## src/rtl/fifo_rd_packer_if.sv

```systemverilog
// rtl/fifo_rd_packer_if.sv - FIFO pop side and packed-word output of the read packer
interface fifo_rd_packer_if #(
  parameter int WIDTH = 8,
  parameter int PACK  = 4
);
  localparam int CW = $clog2(PACK) + 1;

  logic                    fifo_empty;
  logic [WIDTH-1:0]        fifo_rdata;
  logic                    fifo_rd_en;
  logic [WIDTH*PACK-1:0]   out_data;
  logic [CW-1:0]           out_nbytes;
  logic                    out_valid;
  logic                    out_ready;

  modport master (
    input  fifo_empty, fifo_rdata, out_ready,
    output fifo_rd_en, out_data, out_nbytes, out_valid
  );

  modport slave (
    output fifo_empty, fifo_rdata, out_ready,
    input  fifo_rd_en, out_data, out_nbytes, out_valid
  );
endinterface

```

## src/rtl/fifo_rd_packer.sv

```systemverilog
// rtl/fifo_rd_packer.sv - pops FIFO bytes and packs them little-endian into words
module fifo_rd_packer #(
  parameter int WIDTH   = 8,
  parameter int PACK    = 4,
  parameter int IDLE_TO = 16
) (
  input  logic              rd_clk,
  input  logic              res,
  fifo_rd_packer_if.master  bus
);
  localparam int CW = $clog2(PACK) + 1;
  localparam int IW = (IDLE_TO > 1) ? $clog2(IDLE_TO) : 1;
  localparam logic [IW-1:0] IDLE_MAX = (IDLE_TO > 0) ? IW'(IDLE_TO - 1) : '0;

  typedef enum logic {FILL, EMIT} state_t;

  state_t                state, state_nxt;
  logic [CW-1:0]         cnt;
  logic                  pend;
  logic                  rd_en, rd_en_nxt;
  logic                  to_fire;
  logic [IW-1:0]         idle;
  logic [WIDTH*PACK-1:0] data;
  logic [CW-1:0]         nbytes;
  logic [CW:0]           inflight;

  always_ff @(posedge rd_clk) begin
    if (res) state <= FILL;
    else     state <= state_nxt;
  end

  // Bytes already held plus those still in the pop pipeline bound new pops,
  // so a full word never overruns its slots.
  always_comb begin
    inflight  = {1'b0, cnt} + (CW+1)'(pend) + (CW+1)'(rd_en);
    to_fire   = (IDLE_TO != 0) && (state == FILL) && (cnt != '0) &&
                !pend && !rd_en && (idle == IDLE_MAX);
    rd_en_nxt = (state == FILL) && !bus.fifo_empty &&
                (inflight < (CW+1)'(PACK)) && !to_fire;
    state_nxt = state;
    case (state)
      FILL: if (cnt == CW'(PACK) || to_fire) state_nxt = EMIT;
      EMIT: if (bus.out_ready)               state_nxt = FILL;
      default: state_nxt = FILL;
    endcase
  end

  always_ff @(posedge rd_clk) begin
    if (res) begin
      cnt    <= '0;
      pend   <= 1'b0;
      rd_en  <= 1'b0;
      idle   <= '0;
      data   <= '0;
      nbytes <= '0;
    end else begin
      rd_en <= rd_en_nxt;
      pend  <= rd_en;
      if (state == EMIT) begin
        if (bus.out_ready) begin
          cnt    <= '0;
          idle   <= '0;
          data   <= '0;
          nbytes <= '0;
        end
      end else begin
        if (pend) begin
          for (int k = 0; k < PACK; k++)
            if (cnt == CW'(k)) data[k*WIDTH +: WIDTH] <= bus.fifo_rdata;
          cnt <= cnt + CW'(1);
        end
        if (pend || rd_en)
          idle <= '0;
        else if (cnt != '0 && idle != IDLE_MAX)
          idle <= idle + IW'(1);
        if (state_nxt == EMIT) nbytes <= cnt;
      end
    end
  end

  assign bus.fifo_rd_en = rd_en;
  assign bus.out_data   = data;
  assign bus.out_nbytes = nbytes;
  assign bus.out_valid  = (state == EMIT);
endmodule

```

## src/flat_wrapper.sv

```systemverilog
// flat-port wrapper written by rule: the top's interface ports become plain ports
module fifo_rd_packer_flat 
#(
  parameter int WIDTH   = 8,
  parameter int PACK    = 4,
  parameter int IDLE_TO = 16
)
  (rd_clk, res, bus_fifo_empty, bus_fifo_rdata, bus_out_ready, bus_fifo_rd_en, bus_out_data, bus_out_nbytes, bus_out_valid);
  fifo_rd_packer_if #(.WIDTH(WIDTH), .PACK(PACK)) bus_i ();
  input  logic rd_clk;
  input  logic res;
  input wire logic [$bits(bus_i.fifo_empty)-1:0] bus_fifo_empty;
  input wire logic [$bits(bus_i.fifo_rdata)-1:0] bus_fifo_rdata;
  input wire logic [$bits(bus_i.out_ready)-1:0] bus_out_ready;
  output wire logic [$bits(bus_i.fifo_rd_en)-1:0] bus_fifo_rd_en;
  output wire logic [$bits(bus_i.out_data)-1:0] bus_out_data;
  output wire logic [$bits(bus_i.out_nbytes)-1:0] bus_out_nbytes;
  output wire logic [$bits(bus_i.out_valid)-1:0] bus_out_valid;
  assign bus_i.fifo_empty = bus_fifo_empty;
  assign bus_i.fifo_rdata = bus_fifo_rdata;
  assign bus_i.out_ready = bus_out_ready;
  assign bus_fifo_rd_en = bus_i.fifo_rd_en;
  assign bus_out_data = bus_i.out_data;
  assign bus_out_nbytes = bus_i.out_nbytes;
  assign bus_out_valid = bus_i.out_valid;
  fifo_rd_packer #(.WIDTH(WIDTH), .PACK(PACK), .IDLE_TO(IDLE_TO)) u_core (.rd_clk(rd_clk), .res(res), .bus(bus_i));
endmodule
```

## config.mk

```make
export PLATFORM = sky130hd
export DESIGN_NAME = fifo_rd_packer_flat
export DESIGN_NICKNAME = d
export VERILOG_FILES = /design/src/rtl/fifo_rd_packer_if.sv /design/src/rtl/fifo_rd_packer.sv /design/src/flat_wrapper.sv
export SDC_FILE = /design/constraint.sdc
export NUM_CORES = 1
export LEC_CHECK = 0
export ABC_CLOCK_PERIOD_IN_PS = 3200
export BUFFER_PORTS_ARGS = -buffer_cell sky130_fd_sc_hd__buf_2
export CAP_MARGIN = 20
export CELL_PAD_IN_SITES_DETAIL_PLACEMENT = 0
export CELL_PAD_IN_SITES_GLOBAL_PLACEMENT = 1
export CORE_ASPECT_RATIO = 1.1
export CORE_MARGIN = 1
export CORE_UTILIZATION = 35
export CTS_CLUSTER_SIZE = 20
export DETAILED_ROUTE_END_ITERATION = 16
export PLACE_DENSITY = 0.82
export REMOVE_ABC_BUFFERS = 1
export SYNTH_ARGS = -nofsm -noshare
export SYNTH_HDL_FRONTEND = slang
export SYNTH_SLANG_ARGS = --single-unit
export TNS_END_PERCENT = 30
```

## constraint.sdc

```tcl
create_clock -name rd_clk -period 3.2 [get_ports rd_clk]
set_clock_uncertainty 0.2 [all_clocks]
set_input_delay 0.64 -clock rd_clk [delete_from_list [all_inputs] [get_ports rd_clk]]
set_output_delay 0.64 -clock rd_clk [all_outputs]
set_load 0.01 [all_outputs]
```

==> results.yml <==
run_status:
  status: "finished clean"
yosys:
  synth_area_per_cell_um2: 8.58
  ys_ff_latch: 45
  synth_top_area_share_pct: 47.3
  synth-edff-count: 0
  yosysWarnings: 0
  yosysSeqAreaShare_pct: 47.3
  synth-main-ff-cell: "dfxtp_1"
  async_reset_ff_share_pct: 0
  syn_area_mm2: 0.00190
  syn_inst: 222
  synth_area_leaders: "dfxtp_1 47%, nand3_1 11%, a21oi_1 10%"
  synth_top_cell_by_area: "dfxtp_1"
  synth_cell_types: 33
sta:
  rsz0062_at_grt: "false"
  fin_crit_ns: 2.08
  fmax_mhz: 480
  setup_viol: 0
  finalCritPeriodShare_pct: 65.1
  drv_slew: 0
  worst_pin_slew_ns: 0.831
  hold_viol_final: 0
  finalSetupTns_ns: 0
  max_slew_margin_pct: 44.5
final_layout:
  syn_to_final_growth_pct: 21.6
  regArea_um2: 901
  multiInputGateArea_um2: 935
  num_antenna_cells: 0
  drive_gt1_share_pct: 25.5
  fin_util_pct: 45.1
  layout.nets: 285
  fin_area_mm2: 0.00231
  final_cells: 339
  final.fill_count: 548
drt:
  ant_nets: 0
  avgRoutedWirePerCell_um: 13.3
  drtIter0Drc: 140
  routed_via_density: 4.94
  drc: 0
  vias: 1675
  wirelength_mm: 4.51
  dr.pass1.iters: 4
clock_network:
  clockBufferDepth: 2
  htree_levels: 2
  holdBufCountCts: 0
  root_buffer: "clkbuf_8"
  clk_latency_ns: 0.30
  numCtsBuffers: 5
  cts_sinks: 45
  cts_tree: "built"
  path_clk_slew_ns: 0.08
  ctsResizeCount: 0
  post_cts_buffers: 0
global_routing:
  grt_max_degree: 40
  grt_pass1_vias: 1531
  grt-ovfl-total: 0
  grt_pass1_wl_mm: 7.41
  track_usage_pct: 16.7
  antenna_found_initial: 0
place:
  dp_cells: 331
  place_congestion: 0.753
  dpl_cell_area_mm2: 0.00220
  dp.final_hpwl_mm: 3.09
  portBuffers: 48
die:
  dieArea_mm2: 0.00574
  die-height_um: 79.4
  core_mm2: 0.00513
  ios: 49
  start_util_pct: 37.1
  die_w_um: 72.3
  rows: 27
worst_setup_path:
  crit_type: "flop to flop"
  cp-end-kind: "flop"
  worstPathRequired_ns: 3.25
  arrival_ns: 2.14
  start_kind: "flop"
  worst-path-max-fanout: 6
min_path:
  hold_path.class: "flop to flop"
job:
  drv_cap: 0
power_and_ir_drop:
  p_leak_nw: 0.928
  ir_drop_uv: 191
  power_density_mw_per_mm2: 462
## placed cells by master (no fill, tap or decap), types with 2 or more instances in the layout
| master | synthesis | layout |
|---|---|---|
| o21ai_0 | 2 | 2 |
| and2_1 | 3 | 3 |
| nand2_1 | 27 | 27 |
| nor2b_2 | 2 | 2 |
| buf_2 | 4 | 48 |
| nand3_1 | 41 | 41 |
| ha_1 | 7 | 7 |
| dfxtp_1 | 45 | 45 |
| inv_1 | 3 | 3 |
| nor2b_1 | 3 | 3 |
| buf_4 | 0 | 3 |
| nor3b_1 | 2 | 2 |
| nor2_1 | 7 | 7 |
| clkbuf_8 | 0 | 5 |
| a21oi_1 | 38 | 38 |
| mux2i_1 | 3 | 3 |
| nand3b_1 | 8 | 8 |
| nand2b_1 | 2 | 2 |
## state kept, by name, indices dropped and copies added (netlist names)
register and cells:
u_core.idle 4, u_core.bus.out_valid 1, u_core.cnt 3, u_core.bus.out_data 32, u_core.bus.fifo_rd_en 1, u_core.pend 1, u_core.bus.out_nbytes 3
## synth_stat cells (all sizes together), types with 2 or more instances
| cell type | instances |
|---|---|
| a21oi | 39 |
| and2 | 3 |
| buf | 5 |
| clkbuf | 9 |
| dfxtp | 45 |
| ha | 7 |
| inv | 3 |
| mux2i | 3 |
| nand2 | 27 |
| nand2b | 2 |
| nand3 | 41 |
| nand3b | 8 |
| nor2 | 7 |
| nor2b | 5 |
| nor3b | 3 |
| o21ai | 2 |
| or4 | 2 |
## per-layer routing
| metal | up-vias | track usage (%) | part of all wire, % |
|---|---|---|---|
| met5 | - | 0 | 0 |
| met4 | 0 | 5.29 | 1.3 |
| met3 | 6 | 4.19 | 5.2 |
| met2 | 46 | 25.9 | 44 |
| met1 | 764 | 22.6 | 50 |
| li1 | 859 | - | - |
## where the power goes
part           switching, mW  internal (mW)
Clock                  0.205          0.234
Combinational         0.0386         0.0213
Sequential           0.00563          0.567
Total                  0.249          0.822
## logic make-up after synthesis
kind of cell / after synthesis / synth area share (%)
AO/OA/AOI/OAI: 47 / 13.9
adder cells (fa/ha/maj): 7 / 4.60
buffers and inverters: 17 / 3.61
flip-flops: 45 / 47.3
multiplexers: 4 / 2.17
AND/OR/NAND/NOR: 102 / 28.4
## worst max-delay path: stages, from the launching register on
cell and delay, ns:
dfxtp_1 0.43, inv_1 0.11, ha_1 0.26, nor2b_2 0.18, or4b_4 0.52, nor3b_1 0.21
a211o_2 0.12
## final timing paths
kind	start	endpoint	slack [ns]	depth (start not counted)
setup / recovery	u_core.cnt[0]	u_core.idle[2]	1.12	6
hold / removal	u_core.bus.out_nbytes[1]	u_core.bus.out_nbytes[1]	0.26	2
setup reg to reg	u_core.cnt[0]	u_core.idle[2]	1.12	6
hold reg to reg	u_core.bus.out_nbytes[1]	u_core.bus.out_nbytes[1]	0.26	2
## stage by stage
| stage | setup WS, ns | hold slack [ns] | power [mW] |
|---|---|---|---|
| 6_report | 1.12 | 0.259 | 1.07 |
| 3_3_place_gp | 1.19 | 0.248 | 0.645 |
| 3_5_place_dp | 1.13 | 0.246 | 0.645 |
| 5_1_grt | 0.929 | 0.287 | 1.12 |
| 4_1_cts | 1.11 | 0.264 | 1.08 |
| 2_1_floorplan | 1.27 | 0.271 | 0.611 |
## cell type report
class | count | area share, %
sequential | 45 | 38.9
timing repair buffer | 51 | 11.4
inverter | 3 | 0.486
multi-input combinational | 160 | 40.4
tap | 72 | 3.89
clock buffer | 5 | 2.97
clock inverter | 3 | 2.00
(Power assumes the default switching activity.)
